[src/rtl/stopwatch_ctrl_if.sv]
// Display/debug bundle driven by stopwatch_ctrl: seven-segment digits,
// state/overflow LEDs and the live BCD count.
interface stopwatch_ctrl_if;
  logic [6:0]  HEX0;
  logic [6:0]  HEX1;
  logic [6:0]  HEX2;
  logic [2:0]  LEDR;
  logic [11:0] COUNT;

  modport master (output HEX0, HEX1, HEX2, LEDR, COUNT);
  modport slave  (input  HEX0, HEX1, HEX2, LEDR, COUNT);
endinterface

[src/rtl/stopwatch_ctrl.sv]
// Three-digit BCD stopwatch: start/stop, lap freeze and clear buttons,
// prescaled tick, sticky wrap flag and active-low seven-segment output.
module seg7_dec (
  input  logic [3:0] digit,
  output logic [6:0] seg
);
  always_comb begin
    case (digit)
      4'd0:    seg = 7'b1000000;
      4'd1:    seg = 7'b1111001;
      4'd2:    seg = 7'b0100100;
      4'd3:    seg = 7'b0110000;
      4'd4:    seg = 7'b0011001;
      4'd5:    seg = 7'b0010010;
      4'd6:    seg = 7'b0000010;
      4'd7:    seg = 7'b1111000;
      4'd8:    seg = 7'b0000000;
      4'd9:    seg = 7'b0011000;
      default: seg = 7'b1111111;
    endcase
  end
endmodule

module stopwatch_ctrl #(
  parameter int TICK_DIV = 50000000
) (
  input  logic             CLOCK_50,
  input  logic [3:0]       KEY,
  stopwatch_ctrl_if.master disp
);
  localparam int NUM_DIG     = 3;
  localparam int SYNC_STAGES = 2;
  localparam int PW          = (TICK_DIV > 1) ? $clog2(TICK_DIV) : 1;

  localparam logic [1:0] S_IDLE  = 2'b00;
  localparam logic [1:0] S_RUN   = 2'b01;
  localparam logic [1:0] S_PAUSE = 2'b10;
  localparam logic [1:0] S_LAP   = 2'b11;

  typedef struct packed {
    logic [3:0] hun;
    logic [3:0] ten;
    logic [3:0] uni;
  } bcd_t;

  function automatic bcd_t bcd_inc(input bcd_t v);
    bcd_t r;
    r = v;
    if (v.uni != 4'd9) r.uni = v.uni + 4'd1;
    else begin
      r.uni = 4'd0;
      if (v.ten != 4'd9) r.ten = v.ten + 4'd1;
      else begin
        r.ten = 4'd0;
        r.hun = (v.hun == 4'd9) ? 4'd0 : v.hun + 4'd1;
      end
    end
    return r;
  endfunction

  logic rst_n;
  assign rst_n = KEY[0];

  // Key bits: [0] start/stop, [1] lap, [2] clear (all active-low)
  logic [2:0]             sync1, sync2, key_q, press_q;
  logic [SYNC_STAGES:0]   vld_pipe;

  // vld_pipe masks edge detection until the chain holds real samples, so a
  // key held through reset release never reads as a fresh press.
  always_ff @(posedge CLOCK_50 or negedge rst_n) begin
    if (!rst_n) begin
      sync1    <= '1;
      sync2    <= '1;
      key_q    <= '1;
      press_q  <= '0;
      vld_pipe <= '0;
    end else begin
      sync1    <= KEY[3:1];
      sync2    <= sync1;
      key_q    <= sync2;
      vld_pipe <= {vld_pipe[SYNC_STAGES-1:0], 1'b1};
      press_q  <= {3{vld_pipe[SYNC_STAGES]}} & key_q & ~sync2;
    end
  end

  logic ev_ss, ev_lap, ev_clr;
  assign ev_ss  = press_q[0];
  assign ev_lap = press_q[1];
  assign ev_clr = press_q[2];

  logic [1:0]    state, state_nxt;
  logic          do_clear, do_cap;
  logic          running, tick, ovf;
  logic [PW-1:0] presc;
  bcd_t          count, lap_reg, shown;

  always_comb begin
    state_nxt = state;
    do_clear  = 1'b0;
    do_cap    = 1'b0;
    if (ev_clr && (state == S_IDLE || state == S_PAUSE)) begin
      state_nxt = S_IDLE;
      do_clear  = 1'b1;
    end else if (ev_ss) begin
      state_nxt = (state == S_RUN || state == S_LAP) ? S_PAUSE : S_RUN;
    end else if (ev_lap && state == S_RUN) begin
      state_nxt = S_LAP;
      do_cap    = 1'b1;
    end else if (ev_lap && state == S_LAP) begin
      state_nxt = S_RUN;
    end
  end

  assign running = (state == S_RUN) || (state == S_LAP);
  assign tick    = running && (presc == PW'(TICK_DIV - 1));

  // Tick is judged on the current state, so a tick coinciding with a
  // pause or lap capture still counts and the capture sees the old value.
  always_ff @(posedge CLOCK_50 or negedge rst_n) begin
    if (!rst_n) begin
      state   <= S_IDLE;
      presc   <= '0;
      count   <= '0;
      lap_reg <= '0;
      ovf     <= 1'b0;
    end else begin
      state <= state_nxt;
      if (do_clear) begin
        presc   <= '0;
        count   <= '0;
        lap_reg <= '0;
        ovf     <= 1'b0;
      end else begin
        if (running) presc <= tick ? '0 : presc + PW'(1);
        if (tick) begin
          count <= bcd_inc(count);
          if (count == 12'h999) ovf <= 1'b1;
        end
        if (do_cap) lap_reg <= count;
      end
    end
  end

  assign shown = (state == S_LAP) ? lap_reg : count;

  logic [NUM_DIG-1:0][3:0] digits;
  logic [NUM_DIG-1:0][6:0] segs;
  assign digits = {shown.hun, shown.ten, shown.uni};

  genvar i;
  generate
    for (i = 0; i < NUM_DIG; i++) begin : g_dig
      seg7_dec u_dec (.digit(digits[i]), .seg(segs[i]));
    end
  endgenerate

  assign disp.HEX0  = segs[0];
  assign disp.HEX1  = segs[1];
  assign disp.HEX2  = segs[2];
  assign disp.LEDR  = {ovf, state};
  assign disp.COUNT = count;
endmodule

[src/flat_wrapper.sv]
// flat-port wrapper written by rule: the top's interface ports become plain ports
module stopwatch_ctrl_flat 
#(
  parameter int TICK_DIV = 50000000
)
  (CLOCK_50, KEY, disp_HEX0, disp_HEX1, disp_HEX2, disp_LEDR, disp_COUNT);
  stopwatch_ctrl_if disp_i ();
  input  logic CLOCK_50;
  input  logic [3:0] KEY;
  output wire logic [$bits(disp_i.HEX0)-1:0] disp_HEX0;
  output wire logic [$bits(disp_i.HEX1)-1:0] disp_HEX1;
  output wire logic [$bits(disp_i.HEX2)-1:0] disp_HEX2;
  output wire logic [$bits(disp_i.LEDR)-1:0] disp_LEDR;
  output wire logic [$bits(disp_i.COUNT)-1:0] disp_COUNT;
  assign disp_HEX0 = disp_i.HEX0;
  assign disp_HEX1 = disp_i.HEX1;
  assign disp_HEX2 = disp_i.HEX2;
  assign disp_LEDR = disp_i.LEDR;
  assign disp_COUNT = disp_i.COUNT;
  stopwatch_ctrl #(.TICK_DIV(TICK_DIV)) u_core (.CLOCK_50(CLOCK_50), .KEY(KEY), .disp(disp_i));
endmodule
[config.mk]
export PLATFORM = sky130hd
export DESIGN_NAME = stopwatch_ctrl_flat
export DESIGN_NICKNAME = d
export VERILOG_FILES = /design/src/rtl/stopwatch_ctrl_if.sv /design/src/rtl/stopwatch_ctrl.sv /design/src/flat_wrapper.sv
export SDC_FILE = /design/constraint.sdc
export NUM_CORES = 1
export LEC_CHECK = 0
export BUFFER_PORTS_ARGS = -buffer_cell sky130_fd_sc_hd__buf_2
export CORE_ASPECT_RATIO = 1.5
export CORE_MARGIN = 3
export CORE_UTILIZATION = 50
export CTS_CLUSTER_SIZE = 40
export DETAILED_ROUTE_END_ITERATION = 10
export PLACE_DENSITY_LB_ADDON = 0.2
export SKIP_CTS_REPAIR_TIMING = 1
export SYNTH_ARGS = -nofsm -noshare
export SYNTH_HDL_FRONTEND = slang
export SYNTH_HIERARCHICAL = 1
export SYNTH_SLANG_ARGS = --single-unit
[constraint.sdc]
create_clock -name CLOCK_50 -period 2.55 [get_ports CLOCK_50]
set_input_delay 0.255 -clock CLOCK_50 [delete_from_list [all_inputs] [get_ports CLOCK_50]]
set_output_delay 0.255 -clock CLOCK_50 [all_outputs]
set_load 0.03 [all_outputs]
==> metrics.md, run 1 <==
| Metric | Value |
|---|---|
| Tightest Hold Check Type | `in2async` |
| Skew-Pair Late Insertion Delay | `~330 ps` |
| Inserted Clock Buffers | `9` |
| Syn nets | `473` |
| Worst Tran Pin Value | `around 740 ps` |
| CP endpoint | `u_core/disp.COUNT[2]` |
| RSZ-0062 raised after global routing | `no` |
| H-tree levels | `3` |
| Final Max Tran Viols | `0` |
| TritonCTS clock tree | `yes` |
| Root cell of the clock tree | `clkbuf_16` |
| Worst EP required | `2810 ps` |
| Synth cell count leaders | `dfrtp_1 (59), nor2_1 (57), nand2_1 (51), ha_1 (23), a21oi_1 (21)` |
| Worst R2R Path Depth | `5` |
| Failing checks | `negative hold slack` |
| Sequential area share after synthesis | `42.1%` |
| R2R setup slack | `roughly 100 ps` |
| Post-synth top flop | `dfrtp_1` |
| Synth top area share | `between 30% and 40%` |
| DR vias | `approximately 3400` |
| Global-route wire length before repair | `around 15000 µm` |
| Die Area | `just over 0.009 mm²` |
| Final setup violation count | `0` |
| Switching fraction of total power | `29.3%` |
| Final nets | `approximately 520` |
| Leak | `2.18 nW` |
| Core area | `0.00776 mm²` |
| Post-synth ARST share | `between 90% and 100%` |
| Ports | `41` |
| Initial core utilization | `52.4%` |
| Vias in the first global route | `between 3000 and 4000` |
| Most common cell in the synthesized netlist | `dfrtp_1` |
| Setup WS post-layout | `approximately 100 ps` |
| Clk pwr share | `between 40% and 50%` |
| Critical path origin | `u_core/presc[10]` |
| Share of cells above drive strength 1 | `27.3%` |
| Max reg flops | `26` |
| Status | `complete, but fails checks` |
| Max-cap violations | `0` |
| Syn_area_per_cell | `roughly 9.1 µm²` |
| Antenna viol nets, final | `0` |
| Min Clock Period, post-route | `2450 ps` |
| Max_slew headroom | `between 50% and 60%` |
| DR pass1 iterations | `4` |
| Number of enable flip-flop cells after synthesis | `0` |
| Yosys reg bits | `68` |
| Yosys warning count | `6` |
| Initial antenna violation count | `0` |
| Row count | `39` |
| P_sw | `between 0.8 and 0.9 mW` |
| Combinational share of power | `around 16%` |
| Reg power frac | `approximately 42%` |
| Area after DPL | `approximately 0.0045 mm²` |
| Crit share post-route | `approximately 96%` |
| Syn Inst Count | `roughly 450` |
| Largest net degree at the start of global routing | `39` |
| Tot Pwr | `2.96 mW` |
| HPWL Detailed | `around 6100 µm` |
| Synth area leaders | `dfrtp_1 (36%), ha_1 (7.1%), dfstp_2 (5.8%), nor2_1 (5.3%), nand2_1 (4.7%)` |
| Total gr overflow | `0` |
| CTS Sinks | `68` |
| CTS clk-pin slew, worst paths | `60 ps` |
| DIE WIDTH | `between 70 and 80 µm` |
| Cell area after layout | `0.00479 mm²` |
| CP Capture Type | `register` |
| DRC errors left | `0` |
| CP Data Arrival Time | `2710 ps` |
| Post-synth top area cell | `dfrtp_1` |
| Clock skew | `a little over 6 ps` |
| Crit start category | `register` |
| GRT Overall Usage | `a little under 20%` |
| Synth-to-Final Area Change | `17.8%` |
| Max Freq | `0.409 GHz` |
| Finished Layout Cells | `about 600` |
| RR Startpoint | `u_core/presc[10]` |
| First DRT Iteration DRCs | `about 200` |
| VDD IR-drop max | `0.522 mV` |
| Clk buf depth | `2` |
| Die Y | `116 µm` |
| Via-to-Cell Ratio | `approximately 5.6` |
| Routed wire per std cell | `between 10 and 15 µm` |
| Pwr dens | `slightly above 600 mW/mm²` |
| Crit path max fanout | `6` |
| R2r endpoint | `u_core/disp.COUNT[2]` |
| Post-Place Cells | `585` |
| Final hold viol count | `30` |
| Antenna diode count | `0` |
| Unique masters post-synth | `50` |
| Crit path kind | `reg2reg` |
| Pint | `about 2.1 mW` |
| Drt total wl | `around 8600 µm` |
| Mapped Area | `around 0.0041 mm²` |
| Final GP Congestion | `0.887` |
| Port bufs | `40` |
| Pre-CTS setup slack | `approximately 29 ps` |
| WHS | `-20.4 ps` |
-- power groups by stage --
stage / clock, mW / combinational [mW] / sequential [mW]
6_report: 1.28 / 0.459 / 1.23
5_1_grt: 1.35 / 0.513 / 1.24
3_5_place_dp: 0 / 0.464 / 1.24
4_1_cts: 1.31 / 0.465 / 1.22
2_1_floorplan: 0 / 0.274 / 1.25
3_3_place_gp: 0 / 0.452 / 1.23
-- critical path, stage by stage, from the launching register on --
cell and delay [ps]:
dfrtp_1 370, or4_1 520, or4_4 510, or3_4 370
or4_1 470, a21oi_1 130
-- worst min-delay path by stage --
stage / from / endpoint / slack [ps] / depth (start not counted)
floorplan: KEY[0] / u_core/disp.COUNT[0] / -40 / 0
global placement: u_core/vld_pipe[1] / u_core/vld_pipe[2] / 330 / 0
detailed placement: u_core/vld_pipe[1] / u_core/vld_pipe[2] / 340 / 0
CTS: KEY[0] / u_core/lap_reg[6] / 7 / 1
global route: KEY[1] / u_core/sync1[0] / 6 / 1
finish: KEY[0] / u_core/lap_reg[7] / -20 / 1
-- cell type report --
class                           instances  area [µm²]
Fill cell                             658        2970
Multi-Input combinational cell        343        2230
Sequential cell                        68        1710
Timing Repair Buffer                   58         360
Clock buffer                            9         225
Tap cell                              102         128
Clock inverter                          7        82.6
Inverter                               14        52.6
-- metrics by stage --
stage	util [%]	TNS, ps
floorplan	-	0
global placement	57.6	0
detailed placement	57.6	0
CTS	61.5	-916
global route	61.7	0
finish	61.7	0
-- per-layer routing --
| metal | GRT usage [%] | routed length, µm | vias up |
|---|---|---|---|
| li1 | - | - | 1645 |
| met1 | 22.9 | 3460 | 1605 |
| met2 | 35.0 | 4540 | 90 |
| met3 | 4.40 | 401 | 22 |
| met4 | 9.06 | 211 | 0 |
| met5 | 0 | 0 | - |
-- placed cells by master, fill, tap and decap left out, types with 16 or more instances in the layout --
cell type and instances:
a21oi_1 21, buf_2 40, buf_4 16, dfrtp_1 59, ha_1 23, nand2_1 50
nand4_1 16, nor2_1 57, o21ai_0 18, o21ai_2 18
-- logic make-up (layout without fill, tap and decap cells) --
logic type | Yosys count | after routing | synth area share, %
buffers and inverters | 34 | 88 | 4.03
AOI/OAI and AO/OA | 87 | 87 | 13.1
DFF | 68 | 68 | 42.1
muxes | 21 | 21 | 5.60
and+or+nand+nor | 195 | 195 | 24.5
adders and majority gates | 23 | 23 | 7.08
other | 1 | 1 | 0.0922
xor gates and xnor gates | 16 | 16 | 3.45
Power figures use the tool's default switching activity.
==> inputs of run 2 (changes only) <==
Settings changed: ABC_AREA set to 1, REMOVE_ABC_BUFFERS set to 1.
==> metrics.md, run 2 <==
| Metric | Value |
|---|---|
| Antenna viol nets, final | `0 (unchanged)` |
| RR Startpoint | `u_core/presc[0]` |
| Most repeated library cell on the critical path | `nand2_1` |
| Pwr dens | `633 mW/mm² (+2.3%)` |
| Worst Min Path Start | `KEY[1]` |
| Drt total wl | `9900 µm (+15%)` |
| Commonest non-fill, non-tap cell in the layout | `nand2_1` |
| Critical Path Max Stage Delay | `410 ps (-110 ps)` |
| Skew-Pair Late Insertion Delay | `320 ps (about the same)` |
| Synth top area share | `34.3% (-2.0 points)` |
| Top routing layer used | `met4` |
| CP Data Arrival Time | `2090 ps (-620 ps)` |
| DIE WIDTH | `81.8 µm (+2.7%)` |
| Ports | `41 (unchanged)` |
| WL met1 | `3860 µm (+12%)` |
| VDD IR-drop max | `0.508 mV (-2.7%)` |
| DRC errors left | `0 (unchanged)` |
| Largest net degree at the start of global routing | `28 (-28%)` |
| Clock skew | `5.24 ps (-0.992 ps)` |
| Clk buf depth | `2 (unchanged)` |
| Via-to-Cell Ratio | `5.14 (-8.2%)` |
| Tightest Hold Check Type | `in2reg` |
| Root cell of the clock tree | `clkbuf_16` |
| Status | `finished clean` |
| Setup WS post-layout | `203 ps (+98.3 ps)` |
| Post-Place Cells | `745 (+27%)` |
| DR vias | `3915 (+16%)` |
| Row count | `40 (+2.6%)` |
| DR pass1 iterations | `5 (+1)` |
| GRT Overall Usage | `21.6% (+1.7 points)` |
| Final hold viol count | `0 (-100%)` |
| Cell area after layout | `0.00496 mm² (+3.6%)` |
| Cell Chain, Critical Path | `nand2_1, buf_12, nand2_1, o21ai_1, inv_1, ha_1, nand2_1, nand3_1, nand2_1, buf_2` |
| Sequential area share after synthesis | `39.8% (-2.3 points)` |
| Max Freq | `0.426 GHz (+4.2%)` |
| Yosys warning count | `6 (unchanged)` |
| Area after DPL | `0.00463 mm² (+3.6%)` |
| Synth cell count leaders | `nand2_1 (183), inv_1 (77), nor2_1 (70), nand3_1 (63), dfrtp_1 (59)` |
| Vias in the first global route | `3818 (+20%)` |
| First DRT Iteration DRCs | `209 (+4.0%)` |
| Port bufs | `40 (unchanged)` |
| CTS Sinks | `68 (unchanged)` |
| Met3 Routed Length | `398 µm (-0.75%)` |
| Syn Inst Count | `602 (+35%)` |
| CTS clk-pin slew, worst paths | `50 ps (about the same)` |
| Post-layout util | `60.4% (-1.3 points)` |
| Initial core utilization | `52.4% (about the same)` |
| Die Area | `0.00978 mm² (+5.5%)` |
| Final setup violation count | `0 (unchanged)` |
| Inserted Clock Buffers | `9 (unchanged)` |
| Post-synth top area cell | `dfrtp_1` |
| Unique masters post-synth | `29 (-42%)` |
| # fillers | `772 (+17%)` |
| Initial antenna violation count | `0 (unchanged)` |
| Crit share post-route | `92.0% (-3.9 points)` |
| Metal2 WL | `5330 µm (+18%)` |
| Critical path origin | `u_core/state[1]` |
| Routed wire per std cell | `13.0 µm (-9.3%)` |
| Pre-CTS setup slack | `424 ps (+394 ps)` |
| Most common cell in the synthesized netlist | `nand2_1` |
| Finished Layout Cells | `762 (+27%)` |
| Cell family with most CP delay | `buffers and inverters` |
| Max reg flops | `26 (unchanged)` |
| Final nets | `680 (+30%)` |
| Syn_area_per_cell | `7.15 µm² (-22%)` |
| CP Capture Type | `output port` |
| Final Max Tran Viols | `0 (unchanged)` |
| Min Clock Period, post-route | `2350 ps (-98.3 ps)` |
| Max_slew headroom | `61.4% (+11 points)` |
| H-tree levels | `3 (unchanged)` |
| Seq. cell area | `0.00171 mm² (unchanged)` |
| Slowest-stage cell, CP | `dfrtp_1` |
| HPWL Detailed | `7470 µm (+23%)` |
| Total gr overflow | `0 (unchanged)` |
| Worst Tran Pin Value | `579 ps (-160 ps)` |
| Post-synth ARST share | `100% (unchanged)` |
| Yosys reg bits | `68 (unchanged)` |
| Crit start category | `register` |
| Worst EP required | `2300 ps (-510 ps)` |
| Synth-to-Final Area Change | `15.2%` |
| Multi-input logic area | `0.00221 mm² (-0.56%)` |
| Number of enable flip-flop cells after synthesis | `0 (unchanged)` |
| TritonCTS clock tree | `yes` |
| Post-synth top flop | `dfrtp_1` |
| Crit path kind | `reg2out` |
| Final GP Congestion | `0.933 (+5.3%)` |
| Bufs and invs on worst path | `3 (+3)` |
| Max-cap violations | `0 (unchanged)` |
| Most frequent cells in the layout | `nand2_1 (183), inv_1 (77), nor2_1 (70), nand3_1 (63), dfrtp_1 (59)` |
| Synth area leaders | `dfrtp_1 (34%), nand2_1 (16%), nand3_1 (7.3%), inv_1 (6.7%), ha_1 (6.7%)` |
| Mapped Area | `0.00430 mm² (+5.9%)` |
| Die Y | `120 µm (+2.8%)` |
| Antenna diode count | `0 (unchanged)` |
| Core area | `0.00821 mm² (+5.8%)` |
| Global-route wire length before repair | `16700 µm (+14%)` |
| Share of cells above drive strength 1 | `16.1% (-11 points)` |
| Leak | `2.55 nW (+17%)` |
| Crit path max fanout | `24 (+18)` |
==> run 2: worst paths after layout <==
kind                            cells after the start              endpoint  slack, ps
min in group asynchronous                           2     u_core/press_q[1]        470
worst min register to register                      0    u_core/vld_pipe[2]        350
worst max-delay path                               10          disp_HEX0[3]        200
worst max register to register                     10  u_core/disp.COUNT[9]        720
max in group asynchronous                           3      u_core/presc[18]       1320
worst min-delay path                                1       u_core/sync1[0]         30
==> run 2: cells by family after synthesis <==
| family | Yosys count | share of synthesized area, % |
|---|---|---|
| other | 1 | 0.0871 |
| AO/OA/AOI/OAI | 45 | 5.73 |
| buffers and inverters | 93 | 8.78 |
| flip-flops | 68 | 39.8 |
| AND/OR/NAND/NOR | 360 | 36.5 |
| XOR/XNOR | 12 | 2.44 |
| adder cells (fa/ha/maj) | 23 | 6.69 |
==> run 2: metal layers <==
layer | vias up | global-route usage, %
met5 | - | 0
met4 | 0 | 9.98
met3 | 25 | 3.90
met2 | 88 | 39.7
met1 | 1807 | 22.8
li1 | 1995 | -
==> run 2: per-stage QoR <==
step / setup TNS [ps] / hold slack (ps) / total power, mW
floorplan: -554 / -40.6 / 1.68
global placement: 0 / 272 / 1.89
detailed placement: 0 / 291 / 1.90
CTS: 0 / -64.0 / 3.16
global route: -6.27 / 13.4 / 3.32
finish: 0 / 29.7 / 3.14
==> run 2: report_power, final <==
group	total, mW	switching (mW)	internal (mW)
registers	1.24	0.0820	1.16
clock network	1.24	0.427	0.810
logic	0.661	0.459	0.202
total	3.14	0.969	2.17
==> run 2: final cells by class <==
class | count | area share [%]
clock buffer | 13 | 5.25
tap | 105 | 2.65
clock inverter | 3 | 0.908
sequential | 68 | 34.5
multi-input combinational | 441 | 44.6
inverter | 83 | 6.28
timing repair buffer | 49 | 5.75
